===== src/rtl/ttt_pkg.sv =====
// Shared types and helpers for the tic-tac-toe match controller.
//   player_t : player encoding used on turn/eng_player/match_winner (3 = none)
//   state_t  : match controller FSM states
//   cell_idx : board cell number y*3+x for a legal (x,y) pair
package ttt_pkg;

   localparam int BOARD_N = 3;
   localparam int CELLS   = BOARD_N * BOARD_N;

   typedef enum logic [1:0] {
      P0    = 2'd0,
      P1    = 2'd1,
      PNONE = 2'd3
   } player_t;

   typedef enum logic [2:0] {
      S_IDLE       = 3'd0,
      S_CLEAR      = 3'd1,
      S_WAIT_MOVE  = 3'd2,
      S_ISSUE      = 3'd3,
      S_CHECK      = 3'd4,
      S_ROUND_END  = 3'd5,
      S_MATCH_DONE = 3'd6
   } state_t;

   function automatic logic [3:0] cell_idx(input logic [1:0] x, input logic [1:0] y);
      return ({2'b00, y} * 4'd3) + {2'b00, x};
   endfunction

endpackage


===== src/rtl/ttt_move_timer.sv =====
// Per-move timeout timer.
//   clk, reset : clock and synchronous active-high reset
//   clr        : reload the timer for a fresh move window
//   en         : count one cycle of the move window
//   expired    : the current cycle is the last cycle of the window
// Down-counter loaded with TIMEOUT_CYCLES-1; expired is the terminal-count
// compare, so the window is exactly TIMEOUT_CYCLES enabled cycles long.
module ttt_move_timer #(
   parameter int TIMEOUT_CYCLES = 1000
) (
   input  logic clk,
   input  logic reset,
   input  logic clr,
   input  logic en,
   output logic expired
);

   localparam int CNT_W = (TIMEOUT_CYCLES > 1) ? $clog2(TIMEOUT_CYCLES) : 1;
   localparam logic [CNT_W-1:0] LOAD = CNT_W'(TIMEOUT_CYCLES - 1);

   logic [CNT_W-1:0] cnt;

   always_ff @(posedge clk) begin
      if (reset || clr) begin
         cnt <= LOAD;
      end else if (en && (cnt != '0)) begin
         cnt <= cnt - CNT_W'(1);
      end
   end

   assign expired = (cnt == '0);

endmodule


===== src/rtl/ttt_match_ctrl.sv =====
// Match controller sequencing one tic-tac-toe engine between two players.
//   clk, reset            : clock, synchronous active-high reset
//   start                 : pulse, begins a match from IDLE or MATCH_DONE
//   p0_*/p1_* req,x,y     : player move requests (held until ack/nack)
//   p0_*/p1_* ack,nack    : same-cycle accept/reject response to a request
//   eng_reset/enable/x/y/player : engine drive
//   eng_winner, eng_stop  : registered engine result
//   turn                  : player to move, 3 outside a round
//   score0, score1        : round wins
//   match_over, match_winner : match result
//
// state        | meaning
// -------------+----------------------------------------------------------
// S_IDLE       | engine held in reset, waiting for start
// S_CLEAR      | one-cycle engine reset, shadow board and timer cleared
// S_WAIT_MOVE  | turn player may move; timer running
// S_ISSUE      | one-cycle engine enable with the accepted move
// S_CHECK      | engine result valid; round over or next turn
// S_ROUND_END  | score the round; next round or match done
// S_MATCH_DONE | result held, all requests rejected, waiting for start
module ttt_match_ctrl
   import ttt_pkg::*;
#(
   parameter int TIMEOUT_CYCLES = 1000,
   parameter int ROUNDS_TO_WIN  = 3,
   parameter int SCORE_W        = 4
) (
   input  logic               clk,
   input  logic               reset,
   input  logic               start,
   input  logic               p0_req,
   input  logic [1:0]         p0_x,
   input  logic [1:0]         p0_y,
   input  logic               p1_req,
   input  logic [1:0]         p1_x,
   input  logic [1:0]         p1_y,
   output logic               p0_ack,
   output logic               p0_nack,
   output logic               p1_ack,
   output logic               p1_nack,
   output logic               eng_reset,
   output logic               eng_enable,
   output logic [1:0]         eng_x,
   output logic [1:0]         eng_y,
   output logic [1:0]         eng_player,
   input  logic [1:0]         eng_winner,
   input  logic               eng_stop,
   output logic [1:0]         turn,
   output logic [SCORE_W-1:0] score0,
   output logic [SCORE_W-1:0] score1,
   output logic               match_over,
   output logic [1:0]         match_winner
);

   localparam logic [SCORE_W-1:0] WIN_SCORE = SCORE_W'(ROUNDS_TO_WIN);

   state_t             state;
   player_t            turn_q;
   player_t            starter;
   player_t            round_winner;
   player_t            eng_player_q;
   player_t            match_winner_q;
   logic [CELLS-1:0]   board;
   logic [SCORE_W-1:0] score0_q;
   logic [SCORE_W-1:0] score1_q;

   logic               in_wait;
   logic               timer_clr;
   logic               expired;
   logic               sel_req;
   logic [1:0]         sel_x;
   logic [1:0]         sel_y;
   logic [3:0]         sel_idx;
   logic               sel_in_range;
   logic               move_ok;
   logic               legal_move;
   player_t            opponent;
   logic [SCORE_W-1:0] score0_inc;
   logic [SCORE_W-1:0] score1_inc;

   assign in_wait   = (state == S_WAIT_MOVE);
   assign timer_clr = (state == S_CLEAR) || (state == S_CHECK);

   ttt_move_timer #(
      .TIMEOUT_CYCLES(TIMEOUT_CYCLES)
   ) u_timer (
      .clk    (clk),
      .reset  (reset),
      .clr    (timer_clr),
      .en     (in_wait),
      .expired(expired)
   );

   // Only the turn player's request is ever evaluated against the board.
   assign sel_req      = (turn_q == P1) ? p1_req : p0_req;
   assign sel_x        = (turn_q == P1) ? p1_x   : p0_x;
   assign sel_y        = (turn_q == P1) ? p1_y   : p0_y;
   assign sel_idx      = cell_idx(sel_x, sel_y);
   assign sel_in_range = (sel_x < 2'd3) && (sel_y < 2'd3);
   assign move_ok      = sel_in_range && !board[sel_idx];
   assign legal_move   = in_wait && sel_req && move_ok;
   assign opponent     = (turn_q == P0) ? P1 : P0;

   assign score0_inc = (score0_q == '1) ? score0_q : score0_q + SCORE_W'(1);
   assign score1_inc = (score1_q == '1) ? score1_q : score1_q + SCORE_W'(1);

   // Handshake is answered in the request cycle so the accepted move reaches
   // the engine one cycle later; suppressed while reset is asserted.
   always_comb begin
      p0_ack  = 1'b0;
      p0_nack = 1'b0;
      p1_ack  = 1'b0;
      p1_nack = 1'b0;
      if (!reset) begin
         if (in_wait) begin
            if (turn_q == P0) begin
               p0_ack  = p0_req && move_ok;
               p0_nack = p0_req && !move_ok;
               p1_nack = p1_req;
            end else begin
               p1_ack  = p1_req && move_ok;
               p1_nack = p1_req && !move_ok;
               p0_nack = p0_req;
            end
         end else if (state == S_MATCH_DONE) begin
            p0_nack = p0_req;
            p1_nack = p1_req;
         end
      end
   end

   always_ff @(posedge clk) begin
      if (reset) begin
         state          <= S_IDLE;
         turn_q         <= PNONE;
         starter        <= P0;
         round_winner   <= PNONE;
         eng_player_q   <= PNONE;
         match_winner_q <= PNONE;
         board          <= '0;
         score0_q       <= '0;
         score1_q       <= '0;
         match_over     <= 1'b0;
         eng_reset      <= 1'b1;
         eng_enable     <= 1'b0;
         eng_x          <= 2'd0;
         eng_y          <= 2'd0;
      end else begin
         eng_enable <= 1'b0;
         eng_reset  <= 1'b0;
         case (state)
            S_IDLE: begin
               eng_reset <= 1'b1;
               if (start) begin
                  score0_q <= '0;
                  score1_q <= '0;
                  starter  <= P0;
                  state    <= S_CLEAR;
               end
            end
            S_CLEAR: begin
               board  <= '0;
               turn_q <= starter;
               state  <= S_WAIT_MOVE;
            end
            S_WAIT_MOVE: begin
               // A legal move in the final timer cycle still counts.
               if (legal_move) begin
                  board        <= board | (CELLS'(1) << sel_idx);
                  eng_x        <= sel_x;
                  eng_y        <= sel_y;
                  eng_player_q <= turn_q;
                  eng_enable   <= 1'b1;
                  state        <= S_ISSUE;
               end else if (expired) begin
                  round_winner <= opponent;
                  turn_q       <= PNONE;
                  state        <= S_ROUND_END;
               end
            end
            S_ISSUE: begin
               state <= S_CHECK;
            end
            S_CHECK: begin
               if (eng_stop) begin
                  case (eng_winner)
                     2'd0:    round_winner <= P0;
                     2'd1:    round_winner <= P1;
                     default: round_winner <= PNONE;
                  endcase
                  turn_q <= PNONE;
                  state  <= S_ROUND_END;
               end else begin
                  turn_q <= opponent;
                  state  <= S_WAIT_MOVE;
               end
            end
            S_ROUND_END: begin
               if (round_winner == P0) score0_q <= score0_inc;
               if (round_winner == P1) score1_q <= score1_inc;
               if ((round_winner == P0) && (score0_inc == WIN_SCORE)) begin
                  match_over     <= 1'b1;
                  match_winner_q <= P0;
                  state          <= S_MATCH_DONE;
               end else if ((round_winner == P1) && (score1_inc == WIN_SCORE)) begin
                  match_over     <= 1'b1;
                  match_winner_q <= P1;
                  state          <= S_MATCH_DONE;
               end else begin
                  starter   <= (starter == P0) ? P1 : P0;
                  eng_reset <= 1'b1;
                  state     <= S_CLEAR;
               end
            end
            S_MATCH_DONE: begin
               if (start) begin
                  score0_q       <= '0;
                  score1_q       <= '0;
                  starter        <= P0;
                  match_over     <= 1'b0;
                  match_winner_q <= PNONE;
                  eng_reset      <= 1'b1;
                  state          <= S_CLEAR;
               end
            end
            default: begin
               state <= S_IDLE;
            end
         endcase
      end
   end

   assign turn         = turn_q;
   assign eng_player   = eng_player_q;
   assign match_winner = match_winner_q;
   assign score0       = score0_q;
   assign score1       = score1_q;

endmodule


===== config.mk =====
export PLATFORM = sky130hd
export DESIGN_NAME = ttt_match_ctrl
export DESIGN_NICKNAME = d
export VERILOG_FILES = /design/src/rtl/ttt_pkg.sv /design/src/rtl/ttt_move_timer.sv /design/src/rtl/ttt_match_ctrl.sv
export SDC_FILE = /design/constraint.sdc
export NUM_CORES = 1
export LEC_CHECK = 0
export CORE_AREA = 2 2 91 93
export CTS_CLUSTER_SIZE = 8
export DETAILED_ROUTE_END_ITERATION = 7
export DIE_AREA = 0 0 93 95
export GPL_TIMING_DRIVEN = 0
export PLACE_DENSITY_LB_ADDON = 0.05
export SKIP_CTS_REPAIR_TIMING = 1
export SLEW_MARGIN = 20
export SYNTH_ARGS = -nofsm -noshare
export SYNTH_HDL_FRONTEND = slang
export SYNTH_SLANG_ARGS = --single-unit

===== constraint.sdc =====
create_clock -name clk -period 12.85 [get_ports clk]
set_clock_uncertainty 0.15 [all_clocks]
set_input_delay 1.285 -clock clk [delete_from_list [all_inputs] [get_ports clk]]
set_output_delay 1.285 -clock clk [all_outputs]
set_load 0.01 [all_outputs]

==> flow_summary.ini, run 1 <==
[status]
outcome = finished, final reports clean

[synth]
synthCells = 317
synth_area_sq_mm = 0.00266
yosys.area.top_type = dfxtp_1
synth_fp_nets = 339
synth.top_cell.area_share_pct = 34.7
synth_warnings = 0
synthFlopType = dfxtp_1
synth.area.top_cells = dfxtp_1, nor2_1, mux2i_1
ys_seq_elements = 46
synth-edff-count = 0
ys_seq_area_share_pct = 34.7
synthDistinctLibCells = 52
synthArstFlopShare_pct = 0
syn-mean-instance-area_sq_um = 8.38

[grt]
antenna_found_initial = 0
grt_overflow = 0
grt_pass1_vias = 2498
grt_max_degree = 14
grt_pass1_wl_um = 11900
track_usage_pct = 16.7

[pwr]
p_sw_mw = 0.173
intPower_mw = 0.271
cellPowerDensity_mw_per_mm2 = 136
p_leak_nw = 1.17
vdd_drop_max_uv = 47.3
seqPwrFrac_pct = 37.7
pwr-share-clk_pct = 21.3
switching_share_pct = 38.9
combPwrFrac_pct = 41.0

[cts]
clockBufferDepth = 2
cts_buffers = 5
cts_sinks = 46
htreeDepth = 2
clock_latency_ns = 0.30
clk_pin_slew_worst_paths_ns = 0.09
cts_root_buffer = clkbuf_8
cts_tree = yes

[setup_path]
end_kind = output port
startpoint_type = primary input
cp_max_fo = 10
path_class = primary input to output port
crit_arrival_ns = 5.64
cp_data_required_time_ns = 11.41

[detailed_routing]
drtIter0Drc = 71
vias = 2521
ant_nets = 0
drc = 0
vias_per_cell = 5.38
first_pass_iters = 4
avgRoutedWirePerCell_um = 15.3
finalWirelength_um = 7160

[cells_and_area]
fin_nets = 385
diodes = 0
syn2layout_area_growth_pct = 23.1
layout_common_cells = dfxtp_1, clkdlybuf4s50_1, nor2_1
drive_above_1_share_pct = 4.95
stdcell_area_sq_mm = 0.00327
layout_commonest_cell = dfxtp_1

[placement]
dpl.hpwl_um = 5420
place_ws_ns = 5.78
postPlaceCellArea_sq_mm = 0.00318
io_buffers = 39
routabilityCongestion = 0.782

[sta]
finalSetupViolCount = 0
worst_slew_pin_slew_ns = 0.977
hold_ws_ns = 0.319
max_freq_mhz = 141
hold_viol_final = 0
timing.final.max_slew_violations = 0
relSlewSlack_pct = 34.0
rsz0062_at_grt = no
postLayoutSetupSlackWorst_ns = 5.77
min_period_over_period_pct = 55.1
fin_crit_ns = 7.08
finalSetupTns_ns = 0

[die]
io_pins = 41
dieArea_sq_mm = 0.00884
die_height_um = 95
rows = 33
die_w_um = 93
core_sq_mm = 0.00793
initial_core_util_pct = 33.5

[hold_path]
hold_path.class = flop to flop

[run]
drv_cap = 0
routing by layer:
metal  track usage, %  wire length, um  vias up
met5                0                0        -
met4             4.04               65        0
met3             2.95              199        6
met2             30.4             3610       31
met1             20.5             3290     1212
li1                 -                -     1272
cells by family (layout without fill, tap and decap cells):
group,after synthesis,count (layout),synth area share [%]
simple gates,126,126,24.4
compound gates,92,92,24.5
flops,46,46,34.7
buf+inv,22,69,3.67
mux,15,15,6.41
xor+xnor,10,10,3.30
fa+ha+maj,6,6,3.11
layout make-up:
type | instances | area (sq um)
plain buffers | 15 | 71.3
clock buffers | 7 | 86.3
clock inverters | 1 | 5.00
fillers | 844 | 4660
inverters | 7 | 26.3
multi-input cells | 249 | 1640
flip-flops and latches | 46 | 921
well taps | 105 | 131
repair buffers | 39 | 390
cells in the mapped netlist (2+ instances only):
| cell | number |
|---|---|
| o311a_1 | 2 |
| o211ai_1 | 5 |
| o311ai_0 | 3 |
| a41oi_1 | 2 |
| buf_6 | 2 |
| nor4b_1 | 3 |
| nor3b_1 | 2 |
| nor4_1 | 12 |
| nor3_1 | 7 |
| nor2b_1 | 8 |
| and3_1 | 9 |
| a211o_1 | 2 |
| clkbuf_1 | 12 |
| or3_1 | 2 |
| a311oi_1 | 3 |
| nand4_1 | 3 |
| mux2i_1 | 11 |
| dfxtp_1 | 46 |
| ha_1 | 5 |
| xor2_1 | 7 |
| or2_2 | 2 |
| a221o_1 | 2 |
| a211oi_1 | 6 |
| nor2_1 | 31 |
| o21ai_0 | 21 |
| a22oi_1 | 2 |
| and2_1 | 3 |
| nand2_1 | 20 |
| inv_1 | 7 |
| nand3_1 | 12 |
| o21a_1 | 12 |
| mux2_2 | 2 |
| nand2b_1 | 10 |
| xnor2_1 | 3 |
| o2111a_1 | 3 |
| a21oi_1 | 19 |
critical path, cell delays in order:
cell and delay [ns]:
clkdlybuf4s50_1 0.45, mux2i_1 0.51, xor2_1 0.14, ha_1 0.39, ha_1 0.16, inv_1 0.04, fa_1 0.51, nor2b_1 0.20
nand2_1 0.08, o311ai_0 0.84, a211oi_4 0.16, nand2b_1 0.17, o311a_1 0.16, clkdlybuf4s50_1 0.54
flip-flops by register name, indices dropped and copies added, names as in the netlist, 2 cells and up:
register      cells
board             9
eng_player        2
eng_x             2
eng_y             2
match_winner      2
round_winner      2
score0            4
score1            4
state             3
turn              2
u_timer.cnt      10
power by group through the flow:
stage	Combinational, mW	Clock (mW)	Sequential (mW)
2_1_floorplan	0.127	0	0.170
3_3_place_gp	0.183	0	0.170
3_5_place_dp	0.183	0	0.171
4_1_cts	0.184	0.0982	0.167
5_1_grt	0.207	0.102	0.169
6_report	0.182	0.0946	0.167
metrics by stage:
step                power (mW)  utilization, %  std cells
detailed placement       0.354            40.1        461
floorplan                0.297               -        317
finish                   0.444            41.2        469
CTS                      0.450            41.2        469
global route             0.477            41.2        469
global placement         0.353            40.1        461
worst paths after layout:
| kind | start | end | cells after the start | slack [ns] |
|---|---|---|---|---|
| setup / recovery | p0_y[0] | p0_nack | 14 | 5.77 |
| hold / removal | board[2] | board[2] | 1 | 0.32 |
| setup reg to reg | turn[1] | round_winner[0] | 14 | 8.17 |
| hold reg to reg | board[2] | board[2] | 1 | 0.32 |
Power figures use the tool's default switching activity.
==> run 2, diff against run 1 <==
==> constraint.sdc (replaced) <==
create_clock -name clk -period 5.75 [get_ports clk]
set_clock_uncertainty 0.15 [all_clocks]
set_input_delay 0.575 -clock clk [delete_from_list [all_inputs] [get_ports clk]]
set_output_delay 0.575 -clock clk [all_outputs]
set_load 0.01 [all_outputs]
==> run 2 against run 1 <==
Compared with the run above: die area unchanged; critical path depth stayed put; sequential power increased by 120%; power up 120%; non-clock buffer count did not move; sequential share of layout area down 0.13 points; worst setup slack worse by 5.4 ns; final cell count stayed put; core utilization grew 0.19 points; clock power increased by 120%; first-iteration DRC count grew 23%; flip-flop and latch count is the same; highest routed layer unchanged.
==> flow_summary.ini, run 2 (synthesized netlist as in run 1, its figures left out) <==
[sta]
finalSetupTns_ns = 0
worst_slew_pin_slew_ns = 0.948
hold_ws_ns = 0.319
postLayoutSetupSlackWorst_ns = 0.410
max_freq_mhz = 187
rsz0062_at_grt = no
relSlewSlack_pct = 36.3
timing.final.max_slew_violations = 0
min_period_over_period_pct = 92.9
fin_crit_ns = 5.34
finalSetupViolCount = 0
hold_viol_final = 0

[hold_path]
hold_end = board[2]
worstHoldPathCells = 1
hp-start = board[2]
hold_path.class = flop to flop

[grt]
grt_pass1_vias = 2498
antenna_found_initial = 0
track_usage_pct = 16.7
grt_pass1_wl_um = 11900
grt_max_degree = 14
grt_overflow = 0

[placement]
routabilityCongestion = 0.782
io_buffers = 39
postPlaceCellArea_sq_mm = 0.00318
place_ws_ns = 0.105
dpl.hpwl_um = 5420

[setup_path]
path_buf_inv = 3
path_class = flop to output port
r2r_slack_ns = 1.36
r2r_cells = 15
r2r_end = state[2]
end_kind = output port
cp_slowest_stage_delay_ns = 0.51
worst_path_max_delay_cell = dfxtp_1
path_delay_family = buffers and inverters
reg2reg_from = turn[0]
cp_max_fo = 10
crit_arrival_ns = 4.61
crit_chain = nand2b_1, buf_6, mux2i_2, xor2_1, ha_1, ha_1, clkbuf_1, mux2i_1, mux2i_1, and3_1, a211oi_4, nand2b_1, o311a_1, clkdlybuf4s50_1
startpoint_type = flop
cp_data_required_time_ns = 5.03

[cells_and_area]
syn2layout_area_growth_pct = 23.6
n_fill_cell = 841
seqCellArea_sq_um = 921
top_register = u_timer.cnt
layout_common_cells = dfxtp_1, clkdlybuf4s50_1, nor2_1
layout_commonest_cell = dfxtp_1
drive_above_1_share_pct = 5.77
biggestRegsByFlops = u_timer.cnt: 10 flops, board: 9 flops
fin_nets = 385
stdcell_area_sq_mm = 0.00328
diodes = 0
multi_input_area_sq_mm = 0.00165
largest_register_ffs = 10

[detailed_routing]
drc = 0
ant_nets = 0
first_pass_iters = 4
avgRoutedWirePerCell_um = 15.3
drtIter0Drc = 87
vias_per_cell = 5.38
vias = 2523
finalWirelength_um = 7170

[pwr]
vdd_drop_max_uv = 106
intPower_mw = 0.608
seqPwrFrac_pct = 37.5
p_leak_nw = 1.16
combPwrFrac_pct = 41.3
pwr-share-clk_pct = 21.2
cellPowerDensity_mw_per_mm2 = 304
switching_share_pct = 39.0
p_sw_mw = 0.389

[cts]
clock_latency_ns = 0.30
clockBufferDepth = 2
cts_root_buffer = clkbuf_8
cts_tree = yes
cts_sinks = 46
htreeDepth = 2
cts_buffers = 5
clk_pin_slew_worst_paths_ns = 0.09

[run]
drv_cap = 0

[die]
die_height_um = 95
die_w_um = 93
io_pins = 41
dieArea_sq_mm = 0.00884
rows = 33
core_sq_mm = 0.00793
initial_core_util_pct = 33.5

[status]
outcome = finished, final reports clean
run 2: cell count changes in the layout (fill, tap and decap cells not counted):
cell      before  now
o311ai_2       0    1
o311ai_0       3    2
mux2i_2        0    2
mux2i_1       11    9
run 2: layout make-up:
cell class,instances,share of cell area [%]
sequential,46,28.0
clock inverter,1,0.152
inverter,7,0.800
clock buffer,7,2.63
tap,105,4.00
multi-input combinational,249,50.3
timing repair buffer,39,11.9
buffer,15,2.17
run 2: power groups by stage:
stage / sequential, mW / clock (mW) / combinational (mW)
after floorplan: 0.380 / 0 / 0.283
after global placement: 0.381 / 0 / 0.409
after detailed placement: 0.381 / 0 / 0.410
after CTS: 0.374 / 0.219 / 0.411
after global routing: 0.378 / 0.227 / 0.467
final: 0.374 / 0.212 / 0.411
run 2: how the worst max path moves through the flow:
stage,from,to,slack (ns),cells past startpoint
after floorplan,turn[1],p0_ack,1.39,14
after global placement,p0_y[0],p0_nack,0.13,14
after detailed placement,p0_y[0],p0_nack,0.10,14
after CTS,turn[1],p0_nack,0.05,15
after global routing,turn[0],p0_nack,0.06,14
final,turn[0],p0_nack,0.41,14
run 2: metrics by stage:
| stage | utilization, % | instances | power, mW |
|---|---|---|---|
| after floorplan | - | 317 | 0.663 |
| after global placement | 40.1 | 461 | 0.790 |
| after detailed placement | 40.1 | 461 | 0.791 |
| after CTS | 41.2 | 469 | 1.01 |
| after global routing | 41.4 | 469 | 1.07 |
| final | 41.4 | 469 | 0.997 |
run 2: metal layers:
metal	wire [um]	global-route usage [%]	vias to the layer above	share of wire [%]
met4	65	4.04	0	0.91
met3	223	2.95	6	3.1
met2	3590	30.4	35	50
li1	-	-	1271	-
met1	3290	20.5	1211	46
met5	0	0	-	0
